===== src/rtl/tl_pkg.sv =====
// Shared light codes, controller state codes and helpers for the two-road traffic light.
package tl_pkg;

   localparam int PHASE_W = 3;

   localparam logic [1:0] LIGHT_GREEN  = 2'b00;
   localparam logic [1:0] LIGHT_YELLOW = 2'b01;
   localparam logic [1:0] LIGHT_LEFT   = 2'b10;
   localparam logic [1:0] LIGHT_RED    = 2'b11;

   typedef enum logic [PHASE_W-1:0] {
      AG  = 3'd0,
      AY  = 3'd1,
      AL  = 3'd2,
      ALY = 3'd3,
      BG  = 3'd4,
      BY  = 3'd5,
      BL  = 3'd6,
      BLY = 3'd7
   } state_t;

   function automatic int max3(input int a, input int b, input int c);
      int m;
      m = (a > b) ? a : b;
      return (m > c) ? m : c;
   endfunction

endpackage


===== src/rtl/tl_phase_timer.sv =====
// Phase dwell timer: synchronous clear, count enable, saturates at all-ones.
module tl_phase_timer #(
   parameter int CNT_W = 8
) (
   input  logic             clk,
   input  logic             reset,
   input  logic             clear,
   input  logic             enable,
   output logic [CNT_W-1:0] count
);

   always_ff @(posedge clk or posedge reset) begin
      if (reset) begin
         count <= '0;
      end else if (clear) begin
         count <= '0;
      end else if (enable && (count != '1)) begin
         count <= count + CNT_W'(1);
      end
   end

endmodule


===== src/rtl/tl_cntr_param.sv =====
// Two-road traffic light controller with sensor-driven handover and optional left-turn
// arrows (left-arrow phases and left-turn requests exist only when TL_LEFT_EN is defined).
module tl_cntr_param
   import tl_pkg::*;
#(
   parameter int GREEN_MIN = 4,
   parameter int GREEN_MAX = 10,
   parameter int YELLOW_T  = 2,
   parameter int LEFT_T    = 3,
   parameter int CNT_W     = 8
) (
   input  logic               clk,
   input  logic               reset,
   input  logic               Ta,
   input  logic               Tb,
   input  logic               Tal,
   input  logic               Tbl,
   output logic [1:0]         La,
   output logic [1:0]         Lb,
   output logic [PHASE_W-1:0] phase
);

   localparam int LONGEST = max3(GREEN_MAX, YELLOW_T, LEFT_T);

   if ((CNT_W < 1) || ((CNT_W < 32) && ((64'd1 << CNT_W) < 64'(LONGEST)))) begin : g_cnt_w_check
      $error("tl_cntr_param: CNT_W too narrow for the longest phase dwell");
   end

   localparam logic [CNT_W-1:0] T_GMIN = CNT_W'(GREEN_MIN - 1);
   localparam logic [CNT_W-1:0] T_GMAX = CNT_W'(GREEN_MAX - 1);
   localparam logic [CNT_W-1:0] T_Y    = CNT_W'(YELLOW_T - 1);
   localparam logic [CNT_W-1:0] T_L    = CNT_W'(LEFT_T - 1);

   state_t           state;
   state_t           next_state;
   logic [CNT_W-1:0] timer;
   logic             demand_a;
   logic             demand_b;
   logic             go_al;
   logic             go_bl;

`ifdef TL_LEFT_EN
   logic req_al;
   logic req_bl;

   // Entering the arrow consumes the request; a sensor hit on that same cycle is dropped.
   always_ff @(posedge clk or posedge reset) begin
      if (reset) begin
         req_al <= 1'b0;
         req_bl <= 1'b0;
      end else begin
         if ((state != AL) && (next_state == AL))
            req_al <= 1'b0;
         else if (Tal && (state != AL) && (state != ALY))
            req_al <= 1'b1;

         if ((state != BL) && (next_state == BL))
            req_bl <= 1'b0;
         else if (Tbl && (state != BL) && (state != BLY))
            req_bl <= 1'b1;
      end
   end

   assign demand_a = Ta | Tal | req_al;
   assign demand_b = Tb | Tbl | req_bl;
   assign go_al    = req_al;
   assign go_bl    = req_bl;
`else
   logic unused_left;

   assign unused_left = Tal | Tbl;
   assign demand_a    = Ta;
   assign demand_b    = Tb;
   assign go_al       = 1'b0;
   assign go_bl       = 1'b0;
`endif

   tl_phase_timer #(
      .CNT_W (CNT_W)
   ) u_timer (
      .clk    (clk),
      .reset  (reset),
      .clear  (next_state != state),
      .enable (1'b1),
      .count  (timer)
   );

   always_ff @(posedge clk or posedge reset) begin
      if (reset)
         state <= AG;
      else
         state <= next_state;
   end

   // Green yields early once the min dwell is met and its own road is empty,
   // and is forced over at the max dwell while the cross road still waits.
   always_comb begin
      next_state = state;
      case (state)
         AG:  if (demand_b && (((timer >= T_GMIN) && !Ta) || (timer == T_GMAX))) next_state = AY;
         AY:  if (timer == T_Y) next_state = go_al ? AL : BG;
         AL:  if (timer == T_L) next_state = ALY;
         ALY: if (timer == T_Y) next_state = BG;
         BG:  if (demand_a && (((timer >= T_GMIN) && !Tb) || (timer == T_GMAX))) next_state = BY;
         BY:  if (timer == T_Y) next_state = go_bl ? BL : AG;
         BL:  if (timer == T_L) next_state = BLY;
         BLY: if (timer == T_Y) next_state = AG;
         default: next_state = AG;
      endcase
   end

   always_comb begin
      La = LIGHT_RED;
      Lb = LIGHT_RED;
      case (state)
         AG:       La = LIGHT_GREEN;
         AY, ALY:  La = LIGHT_YELLOW;
         BG:       Lb = LIGHT_GREEN;
         BY, BLY:  Lb = LIGHT_YELLOW;
`ifdef TL_LEFT_EN
         AL:       La = LIGHT_LEFT;
         BL:       Lb = LIGHT_LEFT;
`endif
         default: begin
            La = LIGHT_RED;
            Lb = LIGHT_RED;
         end
      endcase
   end

   assign phase = state;

endmodule


===== config.mk =====
export PLATFORM = sky130hd
export DESIGN_NAME = tl_cntr_param
export DESIGN_NICKNAME = d
export VERILOG_FILES = /design/src/rtl/tl_pkg.sv /design/src/rtl/tl_phase_timer.sv /design/src/rtl/tl_cntr_param.sv
export SDC_FILE = /design/constraint.sdc
export NUM_CORES = 1
export LEC_CHECK = 0
export CELL_PAD_IN_SITES_DETAIL_PLACEMENT = 1
export CELL_PAD_IN_SITES_GLOBAL_PLACEMENT = 1
export CORE_MARGIN = 8
export CORE_UTILIZATION = 37
export DETAILED_ROUTE_END_ITERATION = 6
export PLACE_DENSITY_LB_ADDON = 0.1
export REMOVE_ABC_BUFFERS = 1
export SLEW_MARGIN = 40
export SYNTH_ARGS = -nofsm -noshare
export SYNTH_HDL_FRONTEND = slang
export SYNTH_SLANG_ARGS = --single-unit

===== constraint.sdc =====
create_clock -name clk -period 2.52 [get_ports clk]
set_input_delay 0.378 -clock clk [delete_from_list [all_inputs] [get_ports clk]]
set_output_delay 0.378 -clock clk [all_outputs]
set_load 0.01 [all_outputs]

==> reports/qor.txt <==
RSZ-0062 raised after global routing: false
Initial DRC Count: 12
Vias per cell: 5.34
Total negative slack: 0 ns
Cell taking the most area after synthesis: dfrtp_1
Largest family of logic cells by synthesized area: simple AND/OR/NAND/NOR gates
Worst Path Required: 2.14 ns
CTS Buf Count: 3
Internal power: 504 uW
Crit path max-delay family: flip-flops
XOR/XNOR Fraction of Synth Area: 4.90%
Min cycle time layout: 2.00 ns
Clock latency on the worst-skew pair: 0.27 ns
Async SR Flop Fraction: 100%
Diode count: 0
Mean Syn Cell Area: 9.16 sq um
Measured slew at the worst slew-check pin: 0.470 ns
Vias in the first global route: 660
CTS Hold Buffers Added: 0
Static leakage: 0.000383 uW
Synth Register Bits: 11
R2R Setup Slk: 0.53 ns
Clock power frac: 14.2%
R2r endpoint: u_timer.count[2]$_DFFE_PP0P_
Largest net degree at the start of global routing: 12
Synth warnings: 0
# resized after CTS: 0
Max cap viols: 0
Endpoint class of the critical path: output pin
Layout cell share with drive strength beyond 1: 6.74%
Via Count: 620
CP arrival: 1.62 ns
Boundary Pins: 13
Multiplexer area fraction after synthesis: 2.80%
Buf/Inv on CP: 1
First-pass iteration count of the detailed router: 4
Post-synthesis cell type count: 34
Sequential share of the synthesized area: 38.5%
Setup Buffers After CTS: 0
Layout net count: 99
Gpl congestion: 0.771
Pwr per Cell Area: 982 nW/um^2
Most frequent cell after synthesis: dfrtp_1
GRT Total Usage: 11.0%
Seq pwr share: 36.0%
CTS tree: done
Clock slew at reported path FFs: 0.08 ns
Comb power frac: 49.7%
Hold Fails Final Rpt: 0
Post-synth EDFFs: 0
Endpoints failing setup: 0
RR Startpoint: u_timer.count[4]$_DFFE_PP0P_
Initial core utilization: 38.0%
Number of placed instances, taps included: 112
Synth-to-layout area growth: 20.8%
First-pass GRT wire length: 3010 um
Worst R2R Path Depth: 4
DIE AREA: 3590 sq um
Pins over their slew limit: 0
Ranking of synthesized cells by area: dfrtp_1 39%, ha_1 5.3%, nor2_1 4.7%
Worst min path class: primary input to asynchronous set/reset pin
Final ANT Viol Nets: 0
Synth Area in Compound Gates: 16.6%
Die W: 59.9 um
Hpwl dp: 1300 um
Finished Layout Cells: 116
# rows: 16
Max incr delay on CP: 0.48 ns
Final Power: 848 uW
Status: complete, no violations
Most used DFF post-synth: dfrtp_1
Max VDD drop: 0.522 mV
Gr ovfl total: 0
DR WL/cell: 14.2 um
Htree depth: 1
Critical Path Start Type: register
Clock buffer depth: 2
Root Buffer: clkbuf_4
PortBufs: 10
CP max stage cell: dfrtp_1
Initial antenna violation count: 0
Crit path max fanout: 9
WL final: 1650 um
Most frequent cells after synthesis: 11 x dfrtp_1, 9 x nor2_1, 5 x inv_1, 5 x nand2_1, 4 x nand3_1
FMAX: 500 MHz
Sw frac: 40.5%
Worst Path Class, Setup: register to output pin
Final Skew: 0.00770 ns
DRC: 0
Fin crit share: 79.4%
Core Box Area: 1880 sq um
Simple-Gate Fraction of Synth Area: 27.5%
Cell area after synthesis: 714 sq um
Post-synth top area share: 38.5%
CP Cell Sequence: or3_1, clkdlybuf4s50_1
Slew headroom: 68.4%
Sink Count: 11
DIE HEIGHT: 59.9 um
Post-Synth Adder-Cell Area: 5.25%
Mapped Cells: 78
Sw power: 343 uW
## per-layer routing
metal	up-vias	wire length, um	track usage, %
met4	0	12	4.76
met1	300	760	12.8
met3	2	111	4.30
met5	-	0	0
li1	305	-	-
met2	13	763	17.2
## registers in the layout, indices dropped and copies added (netlist names)
register / count
phase: 3
u_timer.count: 8
## kinds of logic after synthesis
group                      Yosys count
adders and majority gates            3
buffers and inverters                8
DFF                                 11
xor gates and xnor gates             4
AOI/OAI and AO/OA                   13
muxes                                2
and+or+nand+nor                     37
## power groups by stage
stage               logic, uW  clock network (uW)  registers (uW)
floorplan                 268                   0             295
global placement          426                   0             306
detailed placement        427                   0             311
CTS                       432                 130             307
global route              471                 135             318
finish                    422                 121             306
## placed cells by master (no fill, tap or decap), types with 2 or more instances in the layout
cell	synthesis	routed
dfrtp_1	11	11
clkdlybuf4s50_1	0	10
nor2_1	9	9
nand2_1	5	5
inv_1	5	5
nand3_1	4	4
and2_1	3	3
a21oi_1	3	3
ha_1	3	3
clkbuf_4	0	3
or3_1	2	2
mux2i_1	2	2
nor4_1	2	2
nand4_1	2	2
xor2_1	2	2
nor3_1	2	2
nand2b_1	2	2
xnor2_1	2	2
## through the flow
step                setup WS, ns  hold WS, ns  cell area (sq um)  util, %
global route               0.438        0.449                863     45.9
CTS                        0.487        0.409                863     45.9
detailed placement         0.443        0.598                836     44.4
floorplan                  0.707        0.230                702        -
finish                     0.520        0.401                863     45.9
global placement           0.449        0.583                836     44.4
## area by class of cell
type / instances / area (sq um)
sequential: 11 / 275
timing repair buffer: 10 / 100
tap: 27 / 33.8
fill: 234 / 1020
clock buffer: 3 / 22.5
inverter: 5 / 18.8
clock inverter: 1 / 5.00
multi-input combinational: 59 / 408
## worst max-delay path by stage
stage | end | start | cells past startpoint
3_5_place_dp | u_timer.count[2]$_DFFE_PP0P_ | Ta | 5
4_1_cts | La[0] | phase[2]$_DFF_PP0_ | 2
2_1_floorplan | u_timer.count[2]$_DFFE_PP0P_ | u_timer.count[4]$_DFFE_PP0P_ | 4
5_1_grt | u_timer.count[2]$_DFFE_PP0P_ | u_timer.count[4]$_DFFE_PP0P_ | 4
6_report | La[0] | phase[2]$_DFF_PP0_ | 2
3_3_place_gp | u_timer.count[2]$_DFFE_PP0P_ | Ta | 5
Note: power is estimated with default switching activity, not from simulation.
